[config.mk]
export PLATFORM = sky130hd
export DESIGN_NAME = pipe_hazard_ctrl
export DESIGN_NICKNAME = d
export VERILOG_FILES = /design/src/rtl/pipe_ctrl_pkg.sv /design/src/rtl/fwd_unit.sv /design/src/rtl/pipe_hazard_ctrl.sv
export SDC_FILE = /design/constraint.sdc
export NUM_CORES = 1
export LEC_CHECK = 0
export CORE_ASPECT_RATIO = 1.5
export CORE_UTILIZATION = 33
export CTS_CLUSTER_SIZE = 12
export DETAILED_ROUTE_END_ITERATION = 6
export GPL_ROUTABILITY_DRIVEN = 1
export HOLD_SLACK_MARGIN = 0.08
export PLACE_DENSITY = 0.7
export SETUP_SLACK_MARGIN = 0.02
export SLEW_MARGIN = 10
export SYNTH_ARGS = -nofsm -noshare
export SYNTH_HDL_FRONTEND = slang
export SYNTH_HIERARCHICAL = 1
export SYNTH_SLANG_ARGS = --single-unit
[constraint.sdc]
create_clock -name clk -period 2.2 [get_ports clk]
set_input_delay 0.44 -clock clk [delete_from_list [all_inputs] [get_ports clk]]
set_output_delay 0.44 -clock clk [all_outputs]
set_load 0.05 [all_outputs]
[src/rtl/pipe_ctrl_pkg.sv]
// Shared types and constants for the pipeline hazard controller.
// Holds the controller state enum, the operand-forwarding select codes and a match helper.
package pipe_ctrl_pkg;

    localparam int MC_LAT_DEFAULT = 4;

    typedef enum logic {
        RUN     = 1'b0,
        MC_WAIT = 1'b1
    } state_t;

    typedef enum logic [1:0] {
        FWD_RF = 2'b00,
        FWD_W  = 2'b01,
        FWD_M  = 2'b10
    } fwd_sel_t;

    // True when a valid source operand names the register a later stage is writing.
    function automatic logic src_hit(
        input logic       use_src,
        input logic [3:0] src_addr,
        input logic       wr_en,
        input logic [3:0] dst_addr
    );
        return use_src && wr_en && (src_addr == dst_addr);
    endfunction

endpackage

[src/rtl/fwd_unit.sv]
// Operand forwarding select for both E-stage sources.
// The M-stage result is younger than the W-stage one, so it takes priority.
module fwd_unit
    import pipe_ctrl_pkg::*;
(
    input  logic       useA_E,
    input  logic       useB_E,
    input  logic [3:0] regA_addr_E,
    input  logic [3:0] regB_addr_E,
    input  logic       regw_M,
    input  logic [3:0] regDst_M,
    input  logic       regw_W,
    input  logic [3:0] regDst_W,
    output logic [1:0] fwdA_E,
    output logic [1:0] fwdB_E
);

    logic [1:0] use_src;
    logic [7:0] src_addr;
    logic [3:0] fwd_all;

    assign use_src  = {useB_E, useA_E};
    assign src_addr = {regB_addr_E, regA_addr_E};

    generate
        for (genvar gi = 0; gi < 2; gi++) begin : g_opnd
            fwd_sel_t sel;

            always_comb begin
                sel = FWD_RF;
                if (src_hit(use_src[gi], src_addr[gi*4 +: 4], regw_M, regDst_M)) begin
                    sel = FWD_M;
                end else if (src_hit(use_src[gi], src_addr[gi*4 +: 4], regw_W, regDst_W)) begin
                    sel = FWD_W;
                end
            end

            assign fwd_all[gi*2 +: 2] = sel;
        end
    endgenerate

    assign fwdA_E = fwd_all[1:0];
    assign fwdB_E = fwd_all[3:2];

endmodule

[src/rtl/pipe_hazard_ctrl.sv]
// Pipeline hazard controller: branch flush, load-use stall, multi-cycle ALU hold
// and operand forwarding, plus a saturating count of decode-stall cycles.
module pipe_hazard_ctrl
    import pipe_ctrl_pkg::*;
#(
    parameter int MC_LAT = MC_LAT_DEFAULT
) (
    input  logic        clk,
    input  logic        rst_n,
    input  logic [3:0]  regA_addr_D,
    input  logic [3:0]  regB_addr_D,
    input  logic        useA_D,
    input  logic        useB_D,
    input  logic [3:0]  regA_addr_E,
    input  logic [3:0]  regB_addr_E,
    input  logic        useA_E,
    input  logic        useB_E,
    input  logic        regw_E,
    input  logic        regmem_E,
    input  logic [3:0]  regDst_E,
    input  logic        regw_M,
    input  logic        regw_W,
    input  logic [3:0]  regDst_M,
    input  logic [3:0]  regDst_W,
    input  logic        branch_taken_E,
    input  logic        mc_start_E,
    output logic        stall_F,
    output logic        stall_D,
    output logic        stall_E,
    output logic        flush_D,
    output logic        flush_E,
    output logic        flush_M,
    output logic [1:0]  fwdA_E,
    output logic [1:0]  fwdB_E,
    output logic [15:0] stall_cycles
);

    // The first hold cycle is spent in RUN and the release cycle at count zero,
    // so the counter starts two below the latency.
    localparam logic [3:0] MC_CNT_INIT = 4'(MC_LAT - 2);

    state_t      state_reg, state_next;
    logic [3:0]  mc_cnt_reg, mc_cnt_next;
    logic [15:0] stall_cycles_reg;
    logic        load_use;

    assign load_use = regmem_E && regw_E &&
                      ((useA_D && (regA_addr_D == regDst_E)) ||
                       (useB_D && (regB_addr_D == regDst_E)));

    always_ff @(posedge clk or negedge rst_n) begin
        if (!rst_n) begin
            state_reg        <= RUN;
            mc_cnt_reg       <= 4'd0;
            stall_cycles_reg <= 16'd0;
        end else begin
            state_reg  <= state_next;
            mc_cnt_reg <= mc_cnt_next;
            if (stall_D && (stall_cycles_reg != 16'hFFFF)) begin
                stall_cycles_reg <= stall_cycles_reg + 16'd1;
            end
        end
    end

    always_comb begin
        state_next  = state_reg;
        mc_cnt_next = mc_cnt_reg;
        stall_F     = 1'b0;
        stall_D     = 1'b0;
        stall_E     = 1'b0;
        flush_D     = 1'b0;
        flush_E     = 1'b0;
        flush_M     = 1'b0;
        case (state_reg)
            RUN: begin
                if (branch_taken_E) begin
                    flush_D = 1'b1;
                    flush_E = 1'b1;
                end else begin
                    if (load_use) begin
                        stall_F = 1'b1;
                        stall_D = 1'b1;
                        // A held E stage must keep its op rather than take a bubble.
                        flush_E = !mc_start_E;
                    end
                    if (mc_start_E) begin
                        stall_F     = 1'b1;
                        stall_D     = 1'b1;
                        stall_E     = 1'b1;
                        flush_M     = 1'b1;
                        mc_cnt_next = MC_CNT_INIT;
                        state_next  = MC_WAIT;
                    end
                end
            end
            MC_WAIT: begin
                if (mc_cnt_reg != 4'd0) begin
                    stall_F     = 1'b1;
                    stall_D     = 1'b1;
                    stall_E     = 1'b1;
                    flush_M     = 1'b1;
                    mc_cnt_next = mc_cnt_reg - 4'd1;
                end else begin
                    state_next = RUN;
                end
            end
            default: state_next = RUN;
        endcase
    end

    assign stall_cycles = stall_cycles_reg;

    fwd_unit u_fwd (
        .useA_E      (useA_E),
        .useB_E      (useB_E),
        .regA_addr_E (regA_addr_E),
        .regB_addr_E (regB_addr_E),
        .regw_M      (regw_M),
        .regDst_M    (regDst_M),
        .regw_W      (regw_W),
        .regDst_W    (regDst_W),
        .fwdA_E      (fwdA_E),
        .fwdB_E      (fwdB_E)
    );

endmodule

=== Word level (Yosys, flattened, before mapping) ===
Cells that the tools add are included.

* Reduce and logical (&&, ||, !) cells: 17
* Mux-type cells: 21
* Bitwise operators: 1
* $add $sub $neg: 2
* Equality and inequality tests: 10

{| class="wikitable"
|+ Operators by type and width
! operator !! number
|-
| $eq 4x4->1 || 6
|-
| $add 16x1->16 const B || 1
|-
| $ne 16x16->1 const B || 1
|-
| $logic_and 1x1->1 || 13
|-
| $mux 1 || 13
|-
| $mux 4 || 3
|-
| $pmux 4 s2 || 1
|-
| $mux 2 || 2
|-
| $ne 2x2->1 const B || 2
|-
| $pmux 1 s2 || 2
|-
| $reduce_bool 4->1 || 1
|-
| $sub 4x1->4 const B || 1
|-
| $reduce_and 3->1 || 1
|-
| $ne 2x1->1 const B || 1
|-
| $logic_not 1->1 || 1
|-
| $logic_or 1x1->1 || 1
|-
| $not 1->1 || 1
|}

* Register bits after elaboration: 21
* Output and inout bits: 26
* Input bits: 40

=== Logic depth before layout (Yosys ltp) ===
* Depth after elaboration: 9
* Mapped depth: 9

=== By module ===
The synthesis kept the hierarchy.

{| class="wikitable"
|+ Modules (own cells, without submodules)
! module !! area an instance (um2) !! cells each !! instances !! sequential area each (um2)
|-
| pipe_hazard_ctrl || 1168.6 || 114 || 1 || 525.5
|-
| fwd_unit || 205.2 || 28 || 1 || 0.0
|}

=== Worst setup path before layout ===
OpenSTA, ideal clock, no wires.

* Kind: input -> output
* From: input regDst_M[0]
* To: output fwdB_E[0]
* Stages: 3
* Path buffers: 0
* Setup slack: -1.168 ns
* Arrival time: 2.928 ns
* Path through: xor2_1 -> nor4_1 -> nor3_1

* Cells in the longest elaborated chain, start to end: 3

{| class="wikitable"
|+ RTL lines
! element !! RTL line !! source
|-
| start: declaration || pipe_hazard_ctrl.sv:23 || <nowiki>input logic [3:0] regDst_M,</nowiki>
|-
| $eq 4x4->1 || pipe_ctrl_pkg.sv:25 || <nowiki>return use_src && wr_en && (src_addr == dst_addr);</nowiki>
|-
| $logic_and 1x1->1 || pipe_ctrl_pkg.sv:25 ||
|-
| $mux 2 || fwd_unit.sv:31 || <nowiki>if (src_hit(use_src[gi], src_addr[gi*4 +: 4], regw_M, regDst_M)) begin</nowiki>
|-
| end: declaration || pipe_hazard_ctrl.sv:34 || <nowiki>output logic [1:0] fwdB_E,</nowiki>
|}

Every way passes these cells.

=== Worst setup path after layout ===
* From: register mc_cnt_reg[1]
* To: output stall_F

* Cells in the longest elaborated chain, start to end: 3

{| class="wikitable"
|+ RTL lines
! element !! RTL line !! source
|-
| start: declaration || pipe_hazard_ctrl.sv:43 || <nowiki>logic [3:0] mc_cnt_reg, mc_cnt_next;</nowiki>
|-
| start signal: assignment || pipe_hazard_ctrl.sv:58 || <nowiki>mc_cnt_reg <= mc_cnt_next;</nowiki>
|-
| $reduce_bool 4->1 || pipe_hazard_ctrl.sv:97 || <nowiki>if (mc_cnt_reg != 4'd0) begin</nowiki>
|-
| $mux 1 || pipe_hazard_ctrl.sv:97 ||
|-
| $pmux 1 s2 || pipe_hazard_ctrl.sv:74 || <nowiki>case (state_reg)</nowiki>
|-
| end: declaration || pipe_hazard_ctrl.sv:27 || <nowiki>output logic stall_F,</nowiki>
|}

Every way passes these cells.

==> out/metrics.cfg <==
[route]
drc_errors=0
drt_first_iter_violations=18
routed_wl_um=4100
viasPerCell=5.07
vias=1445
firstDrtPassIters=4
wl_per_cell_um=14.4
final_antenna_net_count=0

[clock_network]
numCtsBuffers=3
cts.clk_slew.worst_paths_ps=80
cts.sink_count=21
htreeDepth=1
cts_root_buf=clkbuf_8
clock_path_buffers=2
cts_tree=yes
clk_latency_ps=260

[power_and_ir_drop]
p_clk_share_pct=9.8
peakVddDrop_v=0.00110
swShare_pct=44.1
internal-power_mw=1.49
p_leak_nw=1.16
p_switching_mw=1.17
p_comb_share_pct=67.1
p_seq_share_pct=23.1
p_per_area_nw_per_um2=1020

[place]
hpwl_um=3170
placed_area_um2=2410
portBuffers=65
place.gp.congestion=0.761

[timing]
hold-worst-slack_ps=499
fin_skew_ps=4.37
slew_viol_final=0
timing.final.ws_setup_ps=-348
timing.final.crit_share_pct=116
hold_viol=0
timing.fmax_mhz=392
period_needed_ps=2550
setup_viol=8
rsz0062_at_grt=true
fin_setup_tns_ps=-1030
slew_headroom_pct=58.6
worst_pin_slew_ps=615

[run_status]
status=finished, violations left
violations=setup timing

[global_route]
grt_pass1_vias=1513
grt_pass1_wl_um=6510
grt_max_degree=22
overflow=0
grt_use_total_pct=20.3
grt_antenna_before_repair=0

[logic_synthesis]
synth_xor_area_share_pct=21.7
synth_top_family_by_area=simple AND/OR/NAND/NOR gates
ys_warn_count=6
synthAdderAreaFrac_pct=1.82
synth_mux_area_share_pct=1.91
syn_nets=184
synth.distinct_cells=38
avgSynthCellArea_um2=9.67
yosys.area_share.simple_pct=25.0
synth_cells=142
async_flop_share_pct=100
synth_seq_cells=21
synth-edff-count=0
synthesis.area_um2=1370
yosysSeqAreaShare_pct=38.3
ys.flop_type=dfrtp_1
synth-compound-area-share_pct=8.38

[setup_path]
cp-start-kind=register
arrival_ps=2110
slowest_delay_ps=400
crit_family=simple AND/OR/NAND/NOR gates
crit_required_ps=1760
endpoint_kind=output port
criticalPathCategory=reg -> out
cp_slowest_cell=dfrtp_1
worst-path-buf-inv=4
critPathMaxFanout=3
cp_cell_sequence=inv_2 -> ha_4 -> or3b_4 -> a22o_4 -> a31oi_4 -> and2_4 -> buf_6 -> inv_8 -> buf_12

[floorplan]
die_y_um=81.0
die_width_um=54.7
rows=28
core_area_um2=3960
dieArea_um2=4430
start_util_pct=34.7
ios=66

[layout]
layout_commonest_cell=clkdlybuf4s50_1
fin_nets=283
largest_register_ffs=16
antennaDiodeCount=0
fin_area_um2=2610
syn_to_final_growth_pct=89.7
drive_gt1_share_pct=35.8
final_cell_mix=clkdlybuf4s50_1, buf_4, dfrtp_1

[flow_run]
maxCapViolCount=0

[hold_path]
min_path_type=reg -> reg

==> per-layer routing <==
layer	GRT usage, %	up-vias	routed length, um
met5	0	-	0
met4	11.0	0	127
met3	3.00	8	221
met2	39.2	70	2380
met1	18.8	672	1370
li1	-	695	-
==> worst reg2reg max path, cell delays in order (launching register included) <==
cell,delay [ps]
dfrtp_1,400
inv_2,80
ha_4,130
or3b_4,380
a22o_4,270
a31oi_4,140
and2_4,160
buf_6,110
inv_8,40
buf_4,130
and4b_1,200
xor2_1,140
==> what timing repair did <==
item	CTS	global route
setup buffers	6	0
hold buffers	0	0
pin swaps	10	14
gates resized for setup	27	34
gates cloned	0	0
hold endpoints to repair	0	0
endpoints found under the setup margin	14	22
==> synth_stat cells (2+ instances only) <==
library cell,n,area [um^2]
ha_1,2,25.0
buf_4,2,15.0
inv_1,6,22.5
nor3_1,5,25.0
nand4_1,8,50.1
nor2_1,9,33.8
a21oi_1,3,15.0
nand3_1,14,70.1
nand2_1,9,33.8
xnor2_1,20,175
xor2_1,14,123
nor2b_1,2,12.5
nor4_1,3,18.8
dfrtp_1,21,526
==> layout make-up <==
cell class,instances,area [um^2]
repair buffers,96,981
multi-input cells,112,965
fillers,339,1350
flip-flops and latches,21,526
well taps,45,56.3
clock buffers,4,45.0
inverters,7,33.8
==> power groups by stage <==
stage,clock network [mW],logic (mW),registers [mW]
after global placement,0,1.61,0.616
after detailed placement,0,1.64,0.618
after global routing,0.282,1.89,0.632
after floorplan,0,0.721,0.818
after CTS,0.266,1.78,0.613
final,0.260,1.79,0.615
==> per-stage QoR <==
stage / instances / utilization [%] / total power [mW] / setup WS [ps]
after detailed placement: 276 / 60.9 / 2.25 / -404
final: 285 / 65.8 / 2.66 / -348
after floorplan: 142 / - / 1.54 / -158
after CTS: 286 / 63.8 / 2.66 / -367
after global placement: 276 / 60.9 / 2.23 / -356
after global routing: 285 / 65.8 / 2.80 / -412
==> path summary, 6_finish.rpt <==
| kind | from | to | slack, ps | cells past startpoint |
|---|---|---|---|---|
| hold reg to reg | stall_cycles[15]$_DFFE_PN0P_ | stall_cycles[15]$_DFFE_PN0P_ | 500 | 1 |
| min in group asynchronous | rst_n | stall_cycles[14]$_DFFE_PN0P_ | 530 | 2 |
| setup reg to reg | mc_cnt_reg[1]$_DFFE_PN0P_ | stall_cycles[14]$_DFFE_PN0P_ | -90 | 11 |
| setup / recovery | mc_cnt_reg[1]$_DFFE_PN0P_ | stall_F | -350 | 9 |
| max in group asynchronous | rst_n | stall_cycles[12]$_DFFE_PN0P_ | 1450 | 2 |
| hold / removal | stall_cycles[15]$_DFFE_PN0P_ | stall_cycles[15]$_DFFE_PN0P_ | 500 | 1 |
==> kinds of logic (layout without fill, tap and decap cells) <==
| family | count (synthesis) | in the layout |
|---|---|---|
| DFF | 21 | 21 |
| and+or+nand+nor | 60 | 60 |
| muxes | 2 | 2 |
| AOI/OAI and AO/OA | 14 | 14 |
| adders and majority gates | 2 | 2 |
| xor gates and xnor gates | 34 | 34 |
| buffers and inverters | 9 | 107 |
(Power assumes the default switching activity.)
